[src/rtl/bomberman_pkg.sv]
// rtl/bomberman_pkg.sv - shared video geometry, sprite1 mover types and axis fit helper (SPRITE_WRAP_EN selects wrap vs clamp)
package bomberman_pkg;

    localparam int HACTIVE      = 800;
    localparam int VACTIVE      = 600;
    localparam int R            = 50;
    localparam int SPEED_MIN    = 1;
    localparam int SPEED_MAX    = 8;
    localparam int ACCEL_FRAMES = 4;

    typedef logic signed [10:0] coord_t;

    typedef enum logic [2:0] {
        IDLE,
        LATCH,
        STEP_X,
        STEP_Y,
        COMMIT
    } mover_state_t;

    // Bring a 12-bit candidate coordinate back into [lo, hi]: saturate by default,
    // jump to the opposite bound when wrapping is built in.
    function automatic coord_t fit_axis(input logic signed [11:0] v, input int lo, input int hi);
        logic signed [11:0] lo_s;
        logic signed [11:0] hi_s;
        coord_t             res;
        lo_s = 12'(lo);
        hi_s = 12'(hi);
        res  = v[10:0];
`ifdef SPRITE_WRAP_EN
        if (v < lo_s) begin
            res = hi_s[10:0];
        end else if (v > hi_s) begin
            res = lo_s[10:0];
        end
`else
        if (v < lo_s) begin
            res = lo_s[10:0];
        end else if (v > hi_s) begin
            res = hi_s[10:0];
        end
`endif
        return res;
    endfunction

endpackage

[src/rtl/btn_sync.sv]
// rtl/btn_sync.sv - two-flop synchroniser for asynchronous button inputs
module btn_sync #(
    parameter int WIDTH = 4
) (
    input  logic             clk,
    input  logic             reset_n,
    input  logic [WIDTH-1:0] d,
    output logic [WIDTH-1:0] q
);

    logic [WIDTH-1:0] meta;

    // First flop may go metastable; second flop gives the clean, clk-aligned copy.
    always_ff @(posedge clk or negedge reset_n) begin
        if (!reset_n) begin
            meta <= '0;
            q    <= '0;
        end else begin
            meta <= d;
            q    <= meta;
        end
    end

endmodule

[src/rtl/sprite1_mover.sv]
// rtl/sprite1_mover.sv - per-frame sprite1 centre controller with speed ramp and edge clamp (SPRITE_WRAP_EN enables wrap)
module sprite1_mover
    import bomberman_pkg::*;
(
    input  logic               clk,
    input  logic               reset_n,
    input  logic               frame_start,
    input  logic               btn_up,
    input  logic               btn_down,
    input  logic               btn_left,
    input  logic               btn_right,
    output logic signed [10:0] centerX,
    output logic signed [10:0] centerY,
    output logic               moving
);

    localparam logic [3:0] SPD_MIN = 4'(SPEED_MIN);
    localparam logic [3:0] SPD_MAX = 4'(SPEED_MAX);
    localparam logic [2:0] ACCEL_N = 3'(ACCEL_FRAMES);

    // Bit order everywhere: {up, down, left, right}
    logic [3:0]   btn_s;
    logic [3:0]   btn_q;
    logic [3:0]   speed;
    logic [2:0]   hold_cnt;
    logic [2:0]   hold_inc;
    coord_t       nx;
    coord_t       ny;
    mover_state_t state;
    mover_state_t state_next;

    logic signed [11:0] x_sum;
    logic signed [11:0] y_sum;
    logic signed [11:0] spd_ext;

    btn_sync #(.WIDTH(4)) u_btn_sync (
        .clk     (clk),
        .reset_n (reset_n),
        .d       ({btn_up, btn_down, btn_left, btn_right}),
        .q       (btn_s)
    );

    // State register; a reset mid-sequence simply drops the in-flight update.
    always_ff @(posedge clk or negedge reset_n) begin
        if (!reset_n) begin
            state <= IDLE;
        end else begin
            state <= state_next;
        end
    end

    // Fixed walk through the update; frame_start only matters while idle.
    always_comb begin
        state_next = state;
        case (state)
            IDLE:    if (frame_start) state_next = LATCH;
            LATCH:   state_next = STEP_X;
            STEP_X:  state_next = STEP_Y;
            STEP_Y:  state_next = COMMIT;
            COMMIT:  state_next = IDLE;
            default: state_next = IDLE;
        endcase
    end

    // Candidate coordinates: opposite buttons cancel, otherwise step by the current speed.
    always_comb begin
        hold_inc = hold_cnt + 3'd1;
        spd_ext  = {8'd0, speed};
        x_sum    = {centerX[10], centerX};
        y_sum    = {centerY[10], centerY};
        if (btn_q[0] && !btn_q[1]) begin
            x_sum = x_sum + spd_ext;
        end else if (btn_q[1] && !btn_q[0]) begin
            x_sum = x_sum - spd_ext;
        end
        if (btn_q[2] && !btn_q[3]) begin
            y_sum = y_sum + spd_ext;
        end else if (btn_q[3] && !btn_q[2]) begin
            y_sum = y_sum - spd_ext;
        end
    end

    // Datapath: latch buttons and ramp speed, fit X then Y, then publish both at once.
    always_ff @(posedge clk or negedge reset_n) begin
        if (!reset_n) begin
            btn_q    <= '0;
            speed    <= SPD_MIN;
            hold_cnt <= '0;
            nx       <= 11'(HACTIVE / 2);
            ny       <= 11'(VACTIVE / 2);
            centerX  <= 11'(HACTIVE / 2);
            centerY  <= 11'(VACTIVE / 2);
            moving   <= 1'b0;
        end else begin
            case (state)
                LATCH: begin
                    btn_q <= btn_s;
                    if (|btn_s) begin
                        if (hold_inc == ACCEL_N) begin
                            hold_cnt <= '0;
                            if (speed < SPD_MAX) begin
                                speed <= speed + 4'd1;
                            end
                        end else begin
                            hold_cnt <= hold_inc;
                        end
                    end else begin
                        speed    <= SPD_MIN;
                        hold_cnt <= '0;
                    end
                end
                STEP_X: nx <= fit_axis(x_sum, R, HACTIVE - 1 - R);
                STEP_Y: ny <= fit_axis(y_sum, R, VACTIVE - 1 - R);
                COMMIT: begin
                    centerX <= nx;
                    centerY <= ny;
                    moving  <= (nx != centerX) || (ny != centerY);
                end
                default: ;
            endcase
        end
    end

endmodule

[config.mk]
export PLATFORM = sky130hd
export DESIGN_NAME = sprite1_mover
export DESIGN_NICKNAME = d
export VERILOG_FILES = /design/src/rtl/bomberman_pkg.sv /design/src/rtl/btn_sync.sv /design/src/rtl/sprite1_mover.sv
export SDC_FILE = /design/constraint.sdc
export NUM_CORES = 1
export LEC_CHECK = 0
export ABC_AREA = 1
export ABC_CLOCK_PERIOD_IN_PS = 3600
export CAP_MARGIN = 20
export CORE_MARGIN = 5
export CORE_UTILIZATION = 51
export CTS_CLUSTER_SIZE = 12
export DETAILED_ROUTE_END_ITERATION = 8
export PLACE_DENSITY = 0.71
export SLEW_MARGIN = 20
export SYNTH_ARGS = -nofsm -noshare
export SYNTH_HDL_FRONTEND = slang
export SYNTH_HIERARCHICAL = 1
export SYNTH_SLANG_ARGS = --single-unit
[constraint.sdc]
create_clock -name clk -period 3.6 [get_ports clk]
set_input_delay 0.36 -clock clk [delete_from_list [all_inputs] [get_ports clk]]
set_output_delay 0.36 -clock clk [all_outputs]
set_load 0.03 [all_outputs]
==> key figures, run 1 <==
Status
  • Status: finished clean

Die
  • I/O Pins: 30
  • Full die area: 10700 um2
  • Core Rows: 34
  • Initial core utilization: 51.6%
  • Die X: 103 um
  • Die H: 103 um
  • Core area: 8590 um2

Finish
  • # fillers: 810
  • Nets: 676
  • Share of cells above drive strength 1: 11.2%
  • Layout area overhead: 14.4%
  • Final Instance Count excl. Fillers: 759
  • Ant. Diodes: 0

Global routing
  • Number of global-route vias before repair: 3962
  • Global-route wire length before repair: 19200 um
  • GRT Util Overall: 23.2%
  • Initial antenna violation count: 0
  • Congestion Overflow GR: 0
  • Pin count of the biggest net entering global routing: 43

Critical path
  • Worst EP required: 3.87 ns
  • Crit Path Max Fanout: 8
  • Setup crit end kind: flop
  • Worst endpoint data arrival time: 3.03 ns
  • Slowest CP cell: dfstp_2
  • R2R setup slack: 0.83 ns
  • R2R depth: 15
  • Cell Chain, Critical Path: ha_1, inv_1, fa_1, nand2_1, nand2_1, a21oi_1, nand2_1, nand2_1, xor2_1, nand2_1, nor2_1, nand3_1, nand2_2, nand2_2, o21ai_1
  • Reg2reg end: ny[6]
  • Crit Reg-Reg Startpoint: speed[0]
  • Crit-path most repeated cell: nand2_1
  • Kind of critical path: flop to flop
  • CP peak stage delay: 0.62 ns
  • CP Launch Type: flop

CTS
  • Hold_buf cts: 0
  • CTS tree: built
  • Post-CTS repair timing setup buffer count: 0
  • Resized cells post-CTS: 0
  • Root buffer cell: clkbuf_8
  • CTS Sinks: 67
  • Clock buffer depth: 2
  • Clock Latency Late Sink: 0.35 ns
  • Number of buffers created by CTS: 9
  • Reg clk slew, reported paths: 0.06 ns
  • Htree depth: 3

Pwr
  • Leak: 2.51 nW
  • Cell area power density: 933 nW/um2
  • Maximum VDD drop: 0.473 mV

STA
  • Hold Vio Cnt, Final: 0
  • RSZ-0062 raised after global routing: false
  • Final setup vio count: 0
  • Worst Max-Slew Pin Slew: 0.906 ns
  • Relative slew slack: 39.6%
  • Period utilization: 76.8%
  • Setup TNS: 0 ns
  • Max Fclk: 362 MHz
  • Worst Skew: 0.00936 ns
  • Final slew viol count: 0
  • Crit path time final: 2.77 ns

Placed design
  • Cell total after placement: 743
  • GP Congestion: 0.891
  • DPL Wire Length: 8660 um
  • I/O Buffers: 29

Drt
  • Via/cell ratio: 5.27
  • Final wirelength: 10900 um
  • 1st-pass router iterations: 6
  • Residual DRC: 0
  • Remaining antenna violation count after routing: 0
  • Routed vias: 3999
  • DRT iter0 DRCs: 128
  • Wire length per cell: 14.4 um

Synthesis
  • Gate count after technology mapping: 609
  • Synthesized flop and latch total: 67
  • Synthesized area: 4430 um2
  • Library cells used by synthesis: 38
  • Async SR Flop Fraction: 100%
  • EDFF count, synth: 0
  • Mapped Nets: 639
  • Sequential element share of the synthesized area: 38.2%
  • Ys Warns: 6
  • Syn_area_per_cell: 7.28 um2
  • Synth Flop Type: dfrtp_1

Run
  • Max-Cap Viols: 0

Min path
  • Hold WC Path Type: input pin to async pin
[Yosys cell counts, types with 3 or more instances]
| master | instances | area (um2) |
|---|---|---|
| dfstp_2 | 15 | 394 |
| inv_2 | 14 | 52.6 |
| nand2_2 | 7 | 43.8 |
| nor2_4 | 4 | 45.0 |
| nor2_1 | 47 | 176 |
| inv_1 | 72 | 270 |
| xnor2_1 | 16 | 140 |
| o21ai_1 | 5 | 25.0 |
| nor3_1 | 6 | 30.0 |
| dfrtp_1 | 52 | 1300 |
| o21ai_0 | 36 | 180 |
| clkbuf_1 | 4 | 15.0 |
| fa_1 | 4 | 80.1 |
| nor4_1 | 3 | 18.8 |
| a21oi_2 | 3 | 26.3 |
| a21oi_1 | 12 | 60.1 |
| nand4_1 | 12 | 75.1 |
| nand2_1 | 192 | 721 |
| nand3_1 | 51 | 255 |
| xor2_1 | 8 | 70.1 |
| nor3_2 | 3 | 30.0 |
| ha_1 | 19 | 238 |
[report_power, final]
| part | switching, mW | internal [mW] |
|---|---|---|
| combinational | 1.71 | 0.962 |
| sequential | 0.348 | 1.04 |
| clock | 0.276 | 0.397 |
[metal layers]
layer	global-route usage, %	routed length, um	up-vias
met5	0	0	-
met4	6.47	188	0
met3	4.02	415	16
met2	38.2	5190	76
met1	31.6	5130	1893
li1	-	-	2014
[metrics by stage]
step | cell area (um2) | utilization, % | hold WS (ns) | power, mW | setup slack [ns]
6_report | 5070 | 59.0 | 0.146 | 4.73 | 0.834
3_5_place_dp | 4860 | 56.5 | 0.336 | 4.05 | 0.861
3_3_place_gp | 4860 | 56.5 | 0.333 | 4.01 | 0.902
4_1_cts | 5070 | 59.0 | 0.163 | 4.74 | 0.833
5_1_grt | 5070 | 59.0 | 0.223 | 5.19 | 0.509
2_1_floorplan | 4430 | - | 0.0644 | 3.30 | 1.08
[registers in the layout, summed over array words and instances, names as in the netlist, 4 cells and up]
| name | flops |
|---|---|
| u_btn_sync/q | 4 |
| speed | 4 |
| centerY | 11 |
| nx | 11 |
| centerX | 11 |
| ny | 11 |
| u_btn_sync/meta | 4 |
| btn_q | 4 |
[cells in the final DEF, fill, tap and decap left out, types with 12 or more instances in the layout]
master / n
a21oi_1: 12
clkbuf_8: 13
clkdlybuf4s50_1: 28
dfrtp_1: 52
dfstp_2: 15
ha_1: 19
inv_1: 72
inv_2: 14
nand2_1: 192
nand3_1: 51
nand4_1: 12
nor2_1: 47
o21ai_0: 36
xnor2_1: 16
[critical path: cells and delay by family, from the launching register on]
family                     cells  cell delay, ns
and+or+nand+nor                9            0.87
DFF                            1            0.62
adders and majority gates      2            0.57
AOI/OAI and AO/OA              2            0.35
xor gates and xnor gates       1            0.21
buffers and inverters          1            0.06
[final cells by class]
type / count / area [um2] / share of cell area [%]
flip-flops and latches: 67 / 1700 / 33.4
clock inverters: 1 / 30.0 / 0.592
inverters: 87 / 327 / 6.44
clock buffers: 15 / 186 / 3.68
well taps: 108 / 135 / 2.66
multi-input cells: 447 / 2380 / 46.8
repair buffers: 34 / 323 / 6.36
[logic make-up (layout without fill, tap and decap cells)]
group | Yosys count | in the layout | share of synthesized area [%]
adders and majority gates | 23 | 23 | 7.17
AOI/OAI and AO/OA | 67 | 67 | 8.50
and+or+nand+nor | 333 | 333 | 33.1
xor gates and xnor gates | 24 | 24 | 4.74
DFF | 67 | 67 | 38.2
buffers and inverters | 95 | 137 | 8.27
[worst max-delay path by stage]
stage,startpoint,depth (start not counted),to,slack (ns)
floorplan,centerY[0],17,ny[0],1.08
global placement,speed[0],16,ny[0],0.90
detailed placement,speed[0],16,ny[0],0.86
CTS,speed[0],15,ny[6],0.83
global route,speed[0],15,ny[6],0.51
finish,speed[0],15,ny[6],0.83
Power figures use the tool's default switching activity.
==> run 2: changes to the inputs <==
- ABC_CLOCK_PERIOD_IN_PS: 3600 -> 2750
- clock period: 3.6 -> 2.75 ns (I/O delays scaled with it)
==> run 2 against run 1 <==
Cell area is 2.9% higher. Core utilization is 1.7 points higher. Non-clock buffer count is 10 higher. Wire length is 3.5% higher. Critical path depth is 1 higher. Global-route usage is 0.24 points lower. Die area stayed put. Setup slack worse by 0.71 ns. Sequential share of layout area is 0.93 points lower. Highest routed layer unchanged.
==> key figures, run 2 (synthesized netlist as in run 1, its figures left out) <==
Finish
  • Share of cells above drive strength 1: 15.6%
  • Layout area overhead: 17.7%
  • # fillers: 815
  • Most common cell after layout, fill and taps aside: nand2_1
  • Most frequent cells in the layout: nand2_1 (186), inv_1 (72), dfrtp_1 (52), nand3_1 (51), nor2_1 (44)
  • Ant. Diodes: 0
  • Final Util: 60.7%
  • Nets: 686

Critical path
  • Total buffers and inverters traversed by the critical path: 1
  • Worst setup path start: speed[0]
  • Worst endpoint data arrival time: 2.86 ns
  • Slowest CP cell: dfstp_2
  • Setup crit end kind: flop
  • Worst path top cell family by delay: simple AND/OR/NAND/NOR gates
  • WP depth: 16
  • Crit Reg-Reg Startpoint: speed[0]
  • Worst EP required: 2.98 ns
  • Cell Chain, Critical Path: ha_1, inv_1, fa_2, nand2_1, nand2_1, a21oi_2, nand3_1, nand2_2, xor2_2, nand2_1, nor2_2, nand3_1, nand2_2, nand3_1, nand2_1, o21ai_1
  • R2R depth: 16
  • Crit Path Max Fanout: 7
  • CP peak stage delay: 0.59 ns
  • R2R setup slack: 0.12 ns
  • CP Launch Type: flop
  • Reg2reg end: ny[0]
  • Crit-path most repeated cell: nand2_1
  • Worst setup path endpoint: ny[0]
  • Kind of critical path: flop to flop

Drt
  • Routed vias: 4063
  • Wire length per cell: 14.7 um
  • Remaining antenna violation count after routing: 0
  • Final wirelength: 11300 um
  • Via/cell ratio: 5.28
  • DRT iter0 DRCs: 217
  • Residual DRC: 0
  • 1st-pass router iterations: 5

CTS
  • Hold_buf cts: 0
  • Reg clk slew, reported paths: 0.07 ns
  • Root buffer cell: clkbuf_8
  • Clock Latency Late Sink: 0.35 ns
  • Clock buffer depth: 2
  • Number of buffers created by CTS: 9
  • CTS Sinks: 67
  • Htree depth: 3
  • CTS tree: built

Run
  • Max-Cap Viols: 0

STA
  • Final slew viol count: 0
  • Worst Max-Slew Pin Slew: 0.851 ns
  • Worst Skew: 0.00816 ns
  • Max Fclk: 381 MHz
  • Crit path time final: 2.63 ns
  • RSZ-0062 raised after global routing: true
  • Relative slew slack: 43.2%
  • Hold Vio Cnt, Final: 0
  • Period utilization: 95.5%
  • Final setup vio count: 0

Global routing
  • Pin count of the biggest net entering global routing: 68
  • GRT Util Overall: 22.9%
  • Congestion Overflow GR: 0
  • Number of global-route vias before repair: 3981
  • Initial antenna violation count: 0
  • Global-route wire length before repair: 19000 um

Placed design
  • DPL Wire Length: 8590 um
  • GP Congestion: 0.904
  • I/O Buffers: 29

Die
  • Core area: 8590 um2
  • I/O Pins: 30
  • Initial core utilization: 51.6%
  • Die H: 103 um
  • Full die area: 10700 um2
  • Die X: 103 um
  • Core Rows: 34

Status
  • Status: finished clean

Min path
  • Hold WC Path Type: input pin to async pin

Pwr
  • Cell area power density: 1240 nW/um2
  • Maximum VDD drop: 0.791 mV
  • Leak: 2.57 nW
  • Total power: 6.47 mW
run 2: how the worst min path moves through the flow:
stage,to,slack (ns),cells after the start
after CTS,u_btn_sync/q[1],0.14,2
after floorplan,btn_q[0],-0.02,0
after global placement,u_btn_sync/q[1],0.33,0
after detailed placement,u_btn_sync/q[3],0.34,0
after global routing,u_btn_sync/q[1],0.20,2
final,u_btn_sync/meta[3],0.11,2
run 2: metal layers:
layer,global-route usage [%],share of wire (%)
met5,0,0
met4,8.17,1.9
met3,2.48,3.6
met2,37.0,49
met1,32.2,46
run 2: what timing repair did:
| item | CTS | global route |
|---|---|---|
| endpoints found under the setup margin | 0 | 19 |
| resized for setup | 0 | 18 |
| buffers inserted | 0 | 1 |
run 2: worst register-to-register path: stages (launching register included):
cell and delay, ns:
dfstp_2 0.59, ha_1 0.16, inv_1 0.06, fa_2 0.35
nand2_1 0.08, nand2_1 0.06, a21oi_2 0.18, nand3_1 0.12
nand2_2 0.11, xor2_2 0.17, nand2_1 0.09, nor2_2 0.10
nand3_1 0.10, nand2_2 0.15, nand3_1 0.09, nand2_1 0.06
o21ai_1 0.06
run 2: final cells by class:
cell class	instances	area (um2)	share of cell area [%]
tap	108	135	2.59
timing repair buffer	44	398	7.63
sequential	67	1700	32.5
clock inverter	6	88.8	1.70
inverter	87	327	6.26
multi-input combinational	447	2440	46.7
clock buffer	10	138	2.64
run 2: report_power, final:
group,switching (mW),internal (mW),leakage [nW],total (mW)
clock,0.413,0.535,0.108,0.948
combinational,2.39,1.38,1.64,3.76
sequential,0.401,1.35,0.817,1.76
run 2: metrics by stage:
stage                     area [um2]  worst slack (ns)  instances  setup TNS (ns)  hold WS [ns]
after floorplan                 4430             0.225        609               0       -0.0206
after global placement          4920             0.125        752               0         0.333
after detailed placement        4920            0.0369        752               0         0.336
after CTS                       5150            0.0233        768               0         0.141
after global routing            5220           -0.0926        769          -0.495         0.195
final                           5220             0.124        769               0         0.111
